[config.mk]
export PLATFORM = sky130hd
export DESIGN_NAME = step_pulse_gen_flat
export DESIGN_NICKNAME = d
export VERILOG_FILES = /design/src/rtl/step_gen_pkg.sv /design/src/rtl/step_pulse_gen_if.sv /design/src/rtl/step_rate_profile.sv /design/src/rtl/step_pulse_gen.sv /design/src/flat_wrapper.sv
export SDC_FILE = /design/constraint.sdc
export NUM_CORES = 1
export LEC_CHECK = 0
export ABC_AREA = 1
export BUFFER_PORTS_ARGS = -buffer_cell sky130_fd_sc_hd__buf_2
export CAP_MARGIN = 15
export CORE_UTILIZATION = 55
export DETAILED_ROUTE_END_ITERATION = 10
export GPL_TIMING_DRIVEN = 0
export MAX_ROUTING_LAYER = met4
export PLACE_DENSITY = 0.73
export SYNTH_ARGS = -nofsm -noshare
export SYNTH_HDL_FRONTEND = slang
export SYNTH_HIERARCHICAL = 1
export SYNTH_SLANG_ARGS = --single-unit
[constraint.sdc]
create_clock -name step_clk -period 2.9 [get_ports step_clk]
set_clock_uncertainty 0.1 [all_clocks]
set_input_delay 0 -clock step_clk [delete_from_list [all_inputs] [get_ports step_clk]]
set_output_delay 0 -clock step_clk [all_outputs]
set_load 0.05 [all_outputs]
[src/rtl/step_gen_pkg.sv]
// step_gen_pkg: shared encodings and hybrid activity profile constants for the step pulse generator.
package step_gen_pkg;
    typedef enum logic [1:0] {MODE_32, MODE_64, MODE_128, MODE_HYBRID} mode_e;
    typedef enum logic [1:0] {IDLE, RUN, DONE} state_e;
    localparam logic [7:0] SEG_EARLY_END = 8'd9;
    localparam logic [7:0] SEG_MID_END = 8'd73;
    localparam logic [7:0] SEG_DIP_END = 8'd79;
    localparam logic [7:0] SEG_LATE_END = 8'd144;
    localparam logic [7:0] MID_RATE = 8'd69;
    localparam logic [7:0] DIP_RATE = 8'd34;
    localparam logic [7:0] LATE_RATE = 8'd124;
    // Entry [n] is the rate of second n+1.
    localparam logic [8:0][7:0] EARLY_RATE = {8'd33, 8'd30, 8'd19, 8'd30, 8'd70, 8'd27, 8'd66, 8'd33, 8'd20};
    localparam logic [7:0] HYBRID_LAST_SEC = 8'd144;
endpackage

[src/rtl/step_pulse_gen_if.sv]
// step_pulse_gen_if: control and status bundle of the step pulse generator.
interface step_pulse_gen_if;
    import step_gen_pkg::*;
    logic start;
    mode_e mode;
    logic step_pulse;
    logic [7:0] rate;
    logic [7:0] sec_count;
    logic hybrid_done;
    modport master (output start, mode, input step_pulse, rate, sec_count, hybrid_done);
    modport slave (input start, mode, output step_pulse, rate, sec_count, hybrid_done);
endinterface

[src/rtl/step_rate_profile.sv]
// step_rate_profile: maps (mode, 1-based second index) to a steps-per-second rate.
module step_rate_profile
    import step_gen_pkg::*;
(
    input  mode_e      mode_i,
    input  logic [7:0] sec_i,
    output logic [7:0] rate_o
);
    logic [3:0] early_idx;
    logic [7:0] hybrid_rate;

    assign early_idx = sec_i[3:0] - 4'd1;
    assign hybrid_rate = sec_i == 8'd0 ? 8'd0 :
                         sec_i <= SEG_EARLY_END ? EARLY_RATE[early_idx] :
                         sec_i <= SEG_MID_END ? MID_RATE :
                         sec_i <= SEG_DIP_END ? DIP_RATE :
                         sec_i <= SEG_LATE_END ? LATE_RATE : 8'd0;
    assign rate_o = mode_i == MODE_HYBRID ? hybrid_rate : 8'd32 << mode_i;
endmodule

[src/rtl/step_pulse_gen.sv]
// step_pulse_gen: emits evenly spaced single-cycle step pulses at a fixed or profiled rate.
module step_pulse_gen
    import step_gen_pkg::*;
#(
    parameter int CLK_HZ = 1000,
    parameter int CW = 10
) (
    input logic step_clk,
    input logic reset,
    step_pulse_gen_if.slave bus
);
    localparam logic [CW-1:0] HZ = CW'(CLK_HZ);
    localparam logic [CW-1:0] LAST_CYC = CW'(CLK_HZ - 1);

    state_e state_q, state_d;
    mode_e mode_q, mode_d, prof_mode;
    logic [CW-1:0] cyc_q, cyc_d, acc_q, acc_d, sum;
    logic [7:0] rate_q, rate_d, sec_q, sec_d, prof_sec, prof_rate;
    logic pulse_q, pulse_d, done_q, done_d, fire, last, to_done;

    // In IDLE the profile sees the incoming mode so the first rate is ready on the start edge.
    assign prof_mode = state_q == IDLE ? bus.mode : mode_q;
    assign prof_sec = state_q == IDLE ? 8'd1 : sec_q + 8'd1;

    step_rate_profile u_profile (
        .mode_i(prof_mode),
        .sec_i (prof_sec),
        .rate_o(prof_rate)
    );

    assign sum = acc_q + CW'(rate_q);
    assign fire = sum >= HZ;
    assign last = cyc_q == LAST_CYC;
    assign to_done = state_q == RUN && mode_q == MODE_HYBRID && last && sec_q == HYBRID_LAST_SEC;

    always_ff @(posedge step_clk or posedge reset) begin
        if (reset) begin
            state_q <= IDLE;
            mode_q <= MODE_32;
            cyc_q <= '0;
            acc_q <= '0;
            rate_q <= '0;
            sec_q <= '0;
            pulse_q <= 1'b0;
            done_q <= 1'b0;
        end else begin
            state_q <= state_d;
            mode_q <= mode_d;
            cyc_q <= cyc_d;
            acc_q <= acc_d;
            rate_q <= rate_d;
            sec_q <= sec_d;
            pulse_q <= pulse_d;
            done_q <= done_d;
        end
    end

    always_comb begin
        state_d = !bus.start ? IDLE : state_q == IDLE ? RUN : to_done ? DONE : state_q;
    end

    // Dropping start clears everything, including a pulse decided on the same edge.
    always_comb begin
        mode_d = mode_q;
        cyc_d = '0;
        acc_d = '0;
        rate_d = '0;
        sec_d = '0;
        pulse_d = 1'b0;
        done_d = 1'b0;
        if (bus.start && state_q == IDLE) begin
            mode_d = bus.mode;
            sec_d = 8'd1;
            rate_d = prof_rate;
        end else if (bus.start && state_q == RUN) begin
            pulse_d = fire;
            cyc_d = last ? '0 : cyc_q + 1'b1;
            acc_d = last ? '0 : fire ? sum - HZ : sum;
            rate_d = !last ? rate_q : to_done ? 8'd0 : prof_rate;
            sec_d = !last ? sec_q : to_done ? HYBRID_LAST_SEC + 8'd1 : sec_q == 8'hff ? sec_q : sec_q + 8'd1;
            done_d = to_done;
        end else if (bus.start && state_q == DONE) begin
            sec_d = HYBRID_LAST_SEC + 8'd1;
            done_d = 1'b1;
        end
    end

    assign bus.step_pulse = pulse_q;
    assign bus.rate = rate_q;
    assign bus.sec_count = sec_q;
    assign bus.hybrid_done = done_q;
endmodule

[src/flat_wrapper.sv]
// flat-port wrapper written by rule: the top's interface ports become plain ports
module step_pulse_gen_flat import step_gen_pkg::*;
#(
    parameter int CLK_HZ = 1000,
    parameter int CW = 10
)
  (step_clk, reset, bus_start, bus_mode, bus_step_pulse, bus_rate, bus_sec_count, bus_hybrid_done);
  step_pulse_gen_if bus_i ();
  input logic step_clk;
  input logic reset;
  input wire logic [$bits(bus_i.start)-1:0] bus_start;
  input wire logic [$bits(bus_i.mode)-1:0] bus_mode;
  output wire logic [$bits(bus_i.step_pulse)-1:0] bus_step_pulse;
  output wire logic [$bits(bus_i.rate)-1:0] bus_rate;
  output wire logic [$bits(bus_i.sec_count)-1:0] bus_sec_count;
  output wire logic [$bits(bus_i.hybrid_done)-1:0] bus_hybrid_done;
  assign bus_i.start = bus_start;
  assign bus_i.mode = bus_mode;
  assign bus_step_pulse = bus_i.step_pulse;
  assign bus_rate = bus_i.rate;
  assign bus_sec_count = bus_i.sec_count;
  assign bus_hybrid_done = bus_i.hybrid_done;
  step_pulse_gen #(.CLK_HZ(CLK_HZ), .CW(CW)) u_core (.step_clk(step_clk), .reset(reset), .bus(bus_i));
endmodule
==> results_dict.tcl <==
set metrics [dict create \
    fin_tns_setup_ns 0 \
    intPower_uw 916 \
    vias 2882 \
    syn_nets 492 \
    setup_viol 0 \
    min_period_ns 2.58 \
    maxCapViolCount 0 \
    wl_per_cell_um 11.5 \
    seqPwrFrac_pct 43.7 \
    p_sw_uw 542 \
    gr-total-overflow 0 \
    initial_utilization_pct 57.1 \
    synth_xor_area_share_pct 1.67 \
    finalHoldViolations 0 \
    grt_max_degree 43 \
    cts_max_path_buffers 2 \
    h-tree-depth 2 \
    nFillCells 512 \
    slew_violations 0 \
    antenna_found_initial 0 \
    post-cts-setup-buffer-count 0 \
    synth_top_family_by_area "simple AND/OR/NAND/NOR gates" \
    num-nets-final 525 \
    hpwl_um 5210 \
    clkTransAtPathRegs_ns 0.09 \
    cts-root-buf "clkbuf_8" \
    design.core.area_um2 5510 \
    die_x_um 77.6 \
    rsz0062_at_grt "false" \
    hold_ws_ns 0.318 \
    syn_to_final_growth_pct 10.9 \
    rows 27 \
    routed_wl_um 6580 \
    viasPerCell 5.02 \
    ir_drop_mv 0.313 \
    required_ns 2.99 \
    synth_top_area_share_pct 33.4 \
    cts.sinks 42 \
    final_util_pct 63.3 \
    syn_inst 468 \
    grt_pass1_vias 2704 \
    cts_tree "yes" \
    critPathKind "reg2reg" \
    status "finished clean" \
    yosys_register_bits 42 \
    leakage_nw 1.87 \
    synth_simple_gate_area_share_pct 39.3 \
    ys_top_cells_by_area "dfrtp_1, nand2_1, inv_1, ha_1, nand3_1" \
    synth_adder_area_share_pct 7.79 \
    synth.most_common_cell "nand2_1" \
    yosys_warnings 6 \
    p_sw_share_pct 37.2 \
    p_per_area_nw_per_um2 418 \
    drive_above_1_share_pct 14.7 \
    ys_seq_area_share_pct 33.4 \
    antenna_left 0 \
    p_clk_share_pct 28.4 \
    crit_arrival_ns 2.67 \
    synth.distinct_cells 35 \
    ys.flop_type "dfrtp_1" \
    reg2reg_depth 17 \
    grt_usage_pct 25.0 \
    min_path_type "in2async" \
    netlist_top_cells_count "nand2_1, inv_1, nor2_1" \
    n_antenna_cell 0 \
    max_slew_margin_pct 41.2 \
    grt_first_pass_wirelength_um 11600 \
    cp-end-kind "register" \
    drt_iter0_markers 152 \
    post-place-cells 562 \
    synth_area_um2 3150 \
    fmax_mhz 388 \
    start_kind "register" \
    drtPass1Iterations 5 \
    synth_edf_count 0 \
    avgSynthCellArea_um2 6.72 \
    instances_no_fill 574 \
    worst_slew_pin_slew_ns 0.880 \
    cts_inserted_buffers 5 \
    synth-compound-area-share_pct 7.20 \
    fin_crit_sh_pct 88.8 \
    dieHeight_um 77.6 \
    async_reset_ff_share_pct 100 \
    yosysTopAreaCell "dfrtp_1" \
    cp_max_fo 5 \
    ios 23 \
    gp_congestion 0.899 \
    route.detailed.drc 0 \
    combPwrFrac_pct 27.9 \
    die_area_um2 6030 \
    muxShareOfSynthArea_pct 0 \
    port_buffers 22 \
    clkLatencyLatePin_ns 0.30 \
]
[per-layer routing]
layer	wire, um	up-vias	global-route usage [%]
met5	0	-	-
li1	-	1531	-
met1	3170	1301	32.1
met2	3160	44	41.6
met3	187	6	3.76
met4	60	0	5.66
[area by class of cell]
| class | count | area, um^2 | share of cell area, % |
|---|---|---|---|
| multi-input combinational | 344 | 1760 | 50.6 |
| sequential | 42 | 1050 | 30.1 |
| clock inverter | 3 | 28.8 | 0.825 |
| tap | 72 | 90.1 | 2.58 |
| clock buffer | 5 | 68.8 | 1.97 |
| timing repair buffer | 26 | 150 | 4.30 |
| buffer | 5 | 46.3 | 1.33 |
| inverter | 77 | 289 | 8.29 |
[worst max-delay path: stages (launching register included)]
cell	delay, ns
dfrtp_1	0.42
inv_1	0.10
nor3_2	0.23
nand3_1	0.12
nor2_1	0.19
nand3_1	0.13
a21oi_1	0.29
inv_1	0.12
nand2_1	0.10
nand2_1	0.09
nand2_1	0.08
nand2_1	0.07
inv_1	0.09
nand2_1	0.08
nand4_1	0.09
nand2_1	0.06
nand3_1	0.08
nand2_1	0.05
[registers in the layout, indices dropped and copies added (netlist names)]
signal	flops
u_core/acc_q	10
u_core/bus.hybrid_done	1
u_core/bus.rate	8
u_core/bus.sec_count	8
u_core/bus.step_pulse	1
u_core/cyc_q	10
u_core/mode_q	2
u_core/state_q	2
[final timing paths]
kind	startpoint	to	slack (ns)
max	u_core/bus.sec_count[0]	u_core/bus.rate[6]	0.32
min	reset	u_core/cyc_q[2]	0.32
max reg2reg	u_core/bus.sec_count[0]	u_core/bus.rate[6]	0.32
min reg2reg	u_core/cyc_q[0]	u_core/cyc_q[0]	0.38
max in group asynchronous	reset	u_core/bus.rate[0]	1.82
min in group step_clk	bus_mode[1]	u_core/mode_q[1]	0.37
[layout by cell type, fill, tap and decap left out, types with 4 or more instances in the layout]
cell type      Yosys  final
nand2_1          150    150
inv_1             68     67
nor2_1            52     51
dfrtp_1           42     42
nand3_1           40     40
buf_2              0     22
ha_1              18     18
a21oi_1           13     13
inv_2              9     10
o21ai_0            9      9
o21ai_1            9      9
nand4_1            8      8
nand2_2            8      8
clkbuf_8           0      5
xor2_1             5      5
nand3_2            5      5
nor2_2             4      5
dlygate4sd3_1      0      4
[power groups by stage]
stage	registers [mW]	logic (mW)	clock network, mW
detailed placement	0.649	0.401	0
global placement	0.649	0.393	0
finish	0.637	0.407	0.414
CTS	0.638	0.407	0.430
floorplan	0.702	0.258	0
global route	0.641	0.461	0.450
[per-stage QoR]
step	power (mW)	worst slack, ns	area [um^2]
global placement	1.04	0.398	3350
CTS	1.47	0.266	3480
detailed placement	1.05	0.316	3350
global route	1.55	0.0780	3490
floorplan	0.960	0.332	3150
finish	1.46	0.323	3490
[cells by family after synthesis]
kind of cell,Yosys count
flip-flops,42
buffers and inverters,82
adder cells (fa/ha/maj),19
AO/OA/AOI/OAI,40
AND/OR/NAND/NOR,279
XOR/XNOR,6
[what timing repair did]
action	CTS	global route
endpoints found under the hold margin	45	0
endpoints found under the setup margin	0	2
hold buffers	4	0
resized for setup	0	3
Power figures use the tool's default switching activity.
